### src/rtl/trace_8085_pkg.sv
// -----------------------------------------------------------------------------
// trace_8085_pkg
// Shared definitions for the 8085 execution-trace capture unit:
//   - capture state encoding
//   - record-width helper (accounts for the optional timestamp field)
//   - field offsets inside a record, counted from the LSB of the
//     architectural part (which sits just above the timestamp, if present)
// Optional feature macro: TRACE_TIMESTAMP_EN (appends a cycle timestamp).
// -----------------------------------------------------------------------------
package trace_8085_pkg;

    typedef enum logic [1:0] {
        ST_IDLE    = 2'd0,
        ST_CAPTURE = 2'd1,
        ST_POST    = 2'd2,
        ST_STOPPED = 2'd3
    } trace_state_e;

`ifdef TRACE_TIMESTAMP_EN
    localparam bit TS_EN = 1'b1;
`else
    localparam bit TS_EN = 1'b0;
`endif

    // Offsets of the architectural fields relative to the record base.
    localparam int Z_OFS   = 0;
    localparam int CY_OFS  = 1;
    localparam int ACC_OFS = 2;

    // Record layout, MSB to LSB: {pc, acc, cy, z [, timestamp]}
    function automatic int rec_w(input int pc_w, input int data_w, input int ts_w);
        return pc_w + data_w + 2 + (TS_EN ? ts_w : 0);
    endfunction

    // Bit position where the architectural fields start.
    function automatic int rec_base(input int ts_w);
        return TS_EN ? ts_w : 0;
    endfunction

endpackage

### src/rtl/trace_ram_8085.sv
// -----------------------------------------------------------------------------
// trace_ram_8085
// DEPTH x REC_W record store. Synchronous write, registered read with a read
// enable so the output holds its value between reads. The array itself has no
// reset; only the read register is cleared by rst_n.
// Ports:
//   clk    in   clock, rising edge
//   rst_n  in   asynchronous active-low reset (read register only)
//   we     in   write enable
//   waddr  in   write address
//   wdata  in   write data
//   re     in   read enable
//   raddr  in   read address
//   rdata  out  registered read data
// -----------------------------------------------------------------------------
module trace_ram_8085
    import trace_8085_pkg::*;
#(
    parameter int REC_W = 18,
    parameter int DEPTH = 16
) (
    input  logic                     clk,
    input  logic                     rst_n,
    input  logic                     we,
    input  logic [$clog2(DEPTH)-1:0] waddr,
    input  logic [REC_W-1:0]         wdata,
    input  logic                     re,
    input  logic [$clog2(DEPTH)-1:0] raddr,
    output logic [REC_W-1:0]         rdata
);

    logic [REC_W-1:0] mem [DEPTH];

    always_ff @(posedge clk) begin
        if (we) begin
            mem[waddr] <= wdata;
        end
    end

    always_ff @(posedge clk or negedge rst_n) begin
        if (!rst_n) begin
            rdata <= '0;
        end else if (re) begin
            rdata <= mem[raddr];
        end
    end

endmodule

### src/rtl/trace_capture_8085.sv
// -----------------------------------------------------------------------------
// trace_capture_8085
// Samples the 8085 architectural snapshot {pc, acc, cy, z} every SAMPLE_DIV
// clocks into a DEPTH-entry circular buffer. Mode 0 stops when the buffer is
// full; mode 1 wraps continuously and stops POST_TRIG samples after trig.
// Once stopped, records are read back oldest-first, one per rd_req, with a
// one-cycle latency.
// Optional feature macro: TRACE_TIMESTAMP_EN -- appends a free-running
// TS_W-bit cycle counter (value on the sample cycle) as the record LSBs.
// Ports:
//   clk        in   clock, rising edge
//   reset      in   asynchronous active-low reset
//   pc         in   program counter            [PC_W]
//   acc        in   accumulator                [DATA_W]
//   cy, z      in   carry / zero flags
//   arm        in   pulse: clear buffer and start capture (IDLE/STOPPED only)
//   wrap_mode  in   0 = stop when full, 1 = wrap with trigger (latched on arm)
//   trig       in   trigger pulse (wrap mode, CAPTURE state only)
//   rd_req     in   readout request, one record per pulse (STOPPED only)
//   rd_valid   out  rd_data valid this cycle
//   rd_data    out  record, pc in the MSBs
//   count      out  records currently held
//   capturing  out  high in CAPTURE or POST
//   done       out  high in STOPPED
// -----------------------------------------------------------------------------
module trace_capture_8085
    import trace_8085_pkg::*;
#(
    parameter int PC_W       = 8,
    parameter int DATA_W     = 8,
    parameter int DEPTH      = 16,
    parameter int SAMPLE_DIV = 4,
    parameter int POST_TRIG  = 4,
    parameter int TS_W       = 16
) (
    input  logic                                   clk,
    input  logic                                   reset,
    input  logic [PC_W-1:0]                        pc,
    input  logic [DATA_W-1:0]                      acc,
    input  logic                                   cy,
    input  logic                                   z,
    input  logic                                   arm,
    input  logic                                   wrap_mode,
    input  logic                                   trig,
    input  logic                                   rd_req,
    output logic                                   rd_valid,
    output logic [rec_w(PC_W, DATA_W, TS_W)-1:0]   rd_data,
    output logic [$clog2(DEPTH+1)-1:0]             count,
    output logic                                   capturing,
    output logic                                   done
);

    localparam int REC_W = rec_w(PC_W, DATA_W, TS_W);
    localparam int PTR_W = $clog2(DEPTH);
    localparam int CNT_W = $clog2(DEPTH + 1);
    localparam int DIV_W = (SAMPLE_DIV > 1) ? $clog2(SAMPLE_DIV) : 1;

    localparam logic [CNT_W-1:0] CNT_FULL    = CNT_W'(DEPTH);
    localparam logic [CNT_W-1:0] CNT_FULL_M1 = CNT_W'(DEPTH - 1);
    localparam logic [DIV_W-1:0] DIV_LAST    = DIV_W'(SAMPLE_DIV - 1);
    localparam logic [PTR_W-1:0] POST_LAST   = PTR_W'(POST_TRIG - 1);

    trace_state_e     state_q, state_d;
    logic [PTR_W-1:0] wp_q, wp_d;
    logic [PTR_W-1:0] rp_q, rp_d;
    logic [CNT_W-1:0] count_q, count_d;
    logic [DIV_W-1:0] div_q, div_d;
    logic [PTR_W-1:0] post_cnt_q, post_cnt_d;
    logic             mode_q, mode_d;
    logic             rd_valid_q, rd_valid_d;

    logic             active;
    logic             sample;
    logic             rd_fire;
    logic [REC_W-1:0] wr_rec;

`ifdef TRACE_TIMESTAMP_EN
    logic [TS_W-1:0] ts_q;

    always_ff @(posedge clk or negedge reset) begin
        if (!reset) begin
            ts_q <= '0;
        end else begin
            ts_q <= ts_q + 1'b1;
        end
    end

    assign wr_rec = {pc, acc, cy, z, ts_q};
`else
    assign wr_rec = {pc, acc, cy, z};
`endif

    always_comb begin
        state_d    = state_q;
        wp_d       = wp_q;
        rp_d       = rp_q;
        count_d    = count_q;
        div_d      = div_q;
        post_cnt_d = post_cnt_q;
        mode_d     = mode_q;
        rd_valid_d = 1'b0;
        rd_fire    = 1'b0;

        active = (state_q == ST_CAPTURE) || (state_q == ST_POST);
        sample = active && (div_q == DIV_LAST);

        if (active) begin
            div_d = sample ? '0 : div_q + 1'b1;
        end

        // Once full (only reachable in wrap mode) the oldest record is
        // overwritten, so the read pointer follows the write pointer.
        if (sample) begin
            wp_d = wp_q + 1'b1;
            if (count_q == CNT_FULL) begin
                rp_d = rp_q + 1'b1;
            end else begin
                count_d = count_q + 1'b1;
            end
        end

        unique case (state_q)
            ST_IDLE: begin
                if (arm) begin
                    state_d    = ST_CAPTURE;
                    wp_d       = '0;
                    rp_d       = '0;
                    count_d    = '0;
                    div_d      = '0;
                    post_cnt_d = '0;
                    mode_d     = wrap_mode;
                end
            end
            ST_CAPTURE: begin
                if (!mode_q) begin
                    if (sample && (count_q == CNT_FULL_M1)) begin
                        state_d = ST_STOPPED;
                    end
                end else if (trig) begin
                    // A sample taken in the trigger cycle is not part of
                    // the post-trigger window.
                    post_cnt_d = '0;
                    state_d    = (POST_TRIG == 0) ? ST_STOPPED : ST_POST;
                end
            end
            ST_POST: begin
                if (sample) begin
                    post_cnt_d = post_cnt_q + 1'b1;
                    if (post_cnt_q == POST_LAST) begin
                        state_d = ST_STOPPED;
                    end
                end
            end
            ST_STOPPED: begin
                if (arm) begin
                    state_d    = ST_CAPTURE;
                    wp_d       = '0;
                    rp_d       = '0;
                    count_d    = '0;
                    div_d      = '0;
                    post_cnt_d = '0;
                    mode_d     = wrap_mode;
                end else if (rd_req && (count_q != '0)) begin
                    rd_fire    = 1'b1;
                    rd_valid_d = 1'b1;
                    rp_d       = rp_q + 1'b1;
                    count_d    = count_q - 1'b1;
                end
            end
            default: state_d = ST_IDLE;
        endcase
    end

    always_ff @(posedge clk or negedge reset) begin
        if (!reset) begin
            state_q    <= ST_IDLE;
            wp_q       <= '0;
            rp_q       <= '0;
            count_q    <= '0;
            div_q      <= '0;
            post_cnt_q <= '0;
            mode_q     <= 1'b0;
            rd_valid_q <= 1'b0;
        end else begin
            state_q    <= state_d;
            wp_q       <= wp_d;
            rp_q       <= rp_d;
            count_q    <= count_d;
            div_q      <= div_d;
            post_cnt_q <= post_cnt_d;
            mode_q     <= mode_d;
            rd_valid_q <= rd_valid_d;
        end
    end

    trace_ram_8085 #(
        .REC_W (REC_W),
        .DEPTH (DEPTH)
    ) u_ram (
        .clk   (clk),
        .rst_n (reset),
        .we    (sample),
        .waddr (wp_q),
        .wdata (wr_rec),
        .re    (rd_fire),
        .raddr (rp_q),
        .rdata (rd_data)
    );

    assign rd_valid  = rd_valid_q;
    assign count     = count_q;
    assign capturing = active;
    assign done      = (state_q == ST_STOPPED);

endmodule

### config.mk
export PLATFORM = sky130hd
export DESIGN_NAME = trace_capture_8085
export DESIGN_NICKNAME = d
export VERILOG_FILES = /design/src/rtl/trace_8085_pkg.sv /design/src/rtl/trace_ram_8085.sv /design/src/rtl/trace_capture_8085.sv
export SDC_FILE = /design/constraint.sdc
export NUM_CORES = 1
export LEC_CHECK = 0
export CAP_MARGIN = 10
export CORE_ASPECT_RATIO = 0.9
export CORE_MARGIN = 4
export CORE_UTILIZATION = 60
export CTS_BUF_LIST = sky130_fd_sc_hd__clkbuf_4 sky130_fd_sc_hd__clkbuf_8 sky130_fd_sc_hd__clkbuf_16
export CTS_CLUSTER_SIZE = 8
export DETAILED_ROUTE_END_ITERATION = 6
export PLACE_DENSITY = 0.88
export SYNTH_ARGS = -nofsm -noshare
export SYNTH_HDL_FRONTEND = slang
export SYNTH_SLANG_ARGS = --single-unit
### constraint.sdc
create_clock -name clk -period 3.88 [get_ports clk]
set_input_delay 0.776 -clock clk [delete_from_list [all_inputs] [get_ports clk]]
set_output_delay 0.776 -clock clk [all_outputs]
set_load 0.03 [all_outputs]
==> results.py <==
metrics = {
    "logic_synthesis": {
        "synth_warnings": 0,
        "yosysTopAreaCell": "edfxtp_1",
        "syn_area_sq_mm": 0.0132,
        "synth-seq-cells": 329,
        "synthFlopType": "edfxtp_1",
        "synth_top_area_share_pct": 65.5,
        "syn_area_per_cell_sq_um": 18.8,
        "synth.distinct_cells": 49,
        "synthCells": 703,
        "synthTopCellsByArea": "edfxtp_1 66%, mux4_2 12%, dfrtp_1 7.8%",
        "async_flop_share_pct": 12.5,
        "synth-edff-count": 288,
        "synth_nets": 741,
        "ys_seq_area_share_pct": 73.3,
    },
    "job": {
        "max_cap_violations": 0,
    },
    "layout": {
        "nets": 832,
        "instances_no_fill": 1123,
        "layout-drive-gt1-share_pct": 23.8,
        "multi_input_area_sq_mm": 0.00317,
        "diodes": 0,
        "area_growth_pct": 17.8,
        "postLayoutCellArea_sq_mm": 0.0156,
        "fin_util_pct": 71.9,
        "regArea_sq_mm": 0.00968,
        "fill_cells": 1214,
    },
    "clock_tree": {
        "clkSlewWorstSetupHoldPaths_ps": 50,
        "clock_latency_ps": 540,
        "cts_buffer_depth": 3,
        "cts_buffers": 47,
        "cts_sinks": 329,
        "ctsHoldBuffers": 0,
        "cts_root_buffer": "clkbuf_16",
        "cts_resized": 0,
        "cts_tree": "done",
        "h-tree-depth": 2,
        "post-cts-setup-buffer-count": 0,
    },
    "worst_setup_path": {
        "required_ps": 3100,
        "cp_slowest_cell": "clkdlybuf4s50_1",
        "path_cells": "inv_1 -> ha_1 -> clkdlybuf4s50_1",
        "arrival_ps": 2390,
        "cp-start-kind": "flop",
        "worstPathMaxFanout": 17,
        "crit_family": "buffers and inverters",
        "critPathCaptureType": "output port",
        "slowest_delay_ps": 770,
        "worst-path-buf-inv": 2,
        "critPathKind": "reg -> out",
    },
    "die": {
        "io_pins": 50,
        "initial_core_util_pct": 61.0,
        "fp.dieArea_sq_mm": 0.0244,
        "die_y_um": 149,
        "die_w_um": 164,
        "core-area_sq_mm": 0.0216,
        "rows": 51,
    },
    "drt": {
        "via_count": 7141,
        "first_pass_iters": 5,
        "drc_errors": 0,
        "vias_per_cell": 6.36,
        "wl_um": 30400,
        "ant_nets": 0,
        "initialDrtViolationCount": 943,
        "routedWlPerCell_um": 27.1,
    },
    "timing": {
        "rsz0062_at_grt": "no",
        "slew_headroom_pct": 23.7,
        "setup_viol": 0,
        "fin_skew_ps": 17.8,
        "worst_pin_slew_ps": 1140,
        "tns_ps": 0,
        "min_period_over_period_pct": 81.5,
        "finalCriticalPeriod_ps": 3160,
        "fmax_mhz": 316,
        "whs_ps": 410,
        "hold_violations": 0,
        "finalMaxSlewViolations": 0,
    },
    "global_routing": {
        "grt_remaining_overflow": 0,
        "grt_first_pass_wirelength_um": 46000,
        "track_usage_pct": 25.8,
        "antenna_found_initial": 0,
        "grt_pass1_vias": 7560,
        "grt_start_max_net_pins": 42,
    },
    "placement": {
        "place_hpwl_um": 17400,
        "postPlaceCellArea_sq_mm": 0.0141,
        "placed_cells": 1036,
        "io_buffers": 49,
        "gp_congestion": 0.839,
    },
    "worst_hold_path": {
        "hold_path_class": "in -> async",
    },
    "power": {
        "leakage_nw": 5.47,
        "ir_worst_vdd_mv": 0.504,
        "power_density_mw_per_mm2": 661,
    },
    "status": {
        "run_status": "completed",
    },
}
cell type report:
cell class | instances | share of cell area (%)
multi-input combinational | 299 | 20.4
sequential | 329 | 62.2
clock buffer | 84 | 9.35
inverter | 45 | 1.12
clock inverter | 3 | 0.266
timing repair buffer | 72 | 4.31
tap | 291 | 2.34
cell usage after synthesis (all sizes together) (2+ instances only):
master  instances
nand3          12
a22o            6
mux2i          18
a21oi          13
inv            45
nor3            7
nand2b          6
ha             14
nor3b           2
o21ai          16
nor2           32
or3b            2
and2           13
mux4           72
a211o          18
buf            22
and3            6
mux2            3
nand2          20
dfrtp          41
edfxtp        288
o22ai          18
clkbuf          8
or2             2
nor2b           3
worst paths after layout:
kind	start	to	slack, ps	cells past startpoint
worst max-delay path	state_q[1]	capturing	720	3
worst min-delay path	reset	post_cnt_q[3]	410	1
worst max register to register	count[1]	u_ram.rdata[2]	800	8
worst min register to register	u_ram.rdata[12]	u_ram.rdata[12]	510	1
max in group asynchronous	reset	rp_q[0]	2740	1
min in group clk	u_ram.rdata[12]	u_ram.rdata[12]	510	1
logic make-up (layout without fill, tap and decap cells):
kind of cell / after synthesis / count (layout) / synth area share [%]
simple gates: 111 / 111 / 4.60
xor+xnor: 2 / 2 / 0.133
fa+ha+maj: 14 / 14 / 1.33
buf+inv: 75 / 204 / 2.71
compound gates: 79 / 79 / 4.04
mux: 93 / 93 / 13.9
flops: 329 / 329 / 73.3
cells in the final DEF (no fill, tap or decap), types with 2 or more instances in the layout:
master,n
a211o_1,18
and3_1,6
a22o_1,6
dfrtp_1,39
or3b_2,2
nand2_1,20
clkbuf_4,37
nor2_1,32
ha_1,14
nor3_1,7
or2_2,2
nand2b_1,5
edfxtp_1,288
mux4_2,72
clkdlybuf4s50_1,48
mux2i_1,18
o22ai_1,18
and2_1,13
clkbuf_16,47
nor3b_1,2
buf_4,22
clkinv_8,2
inv_1,44
nor2b_1,3
mux2_2,3
a21oi_1,13
nand3_1,11
o21ai_0,15
flip-flops by register name (all words and copies together) (netlist names):
| signal | cells |
|---|---|
| u_ram.rdata | 18 |
| u_ram.mem | 288 |
| div_q | 2 |
| mode_q | 1 |
| wp_q | 4 |
| state_q | 2 |
| rd_valid | 1 |
| count | 5 |
| post_cnt_q | 4 |
| rp_q | 4 |
report_power, final:
group / switching [W] / internal [W] / total, W
clock: 0.00143 / 0.00253 / 0.00396
combinational: 0.00111 / 0.000925 / 0.00204
sequential: 0.000250 / 0.00404 / 0.00429
total: 0.00279 / 0.00750 / 0.0103
metrics by stage:
step / total power, W / setup slack, ps
after detailed placement: 0.00635 / 857
after global routing: 0.0107 / 630
after global placement: 0.00623 / 989
after CTS: 0.0103 / 737
after floorplan: 0.00569 / 1320
final: 0.0103 / 718
metal layers:
layer	GRT usage [%]	vias up	wire length, um
li1	-	2976	-
met1	34.1	3672	11000
met2	43.7	413	15800
met3	4.60	80	2490
met4	9.18	0	1090
met5	0	-	0
(Power assumes the default switching activity.)
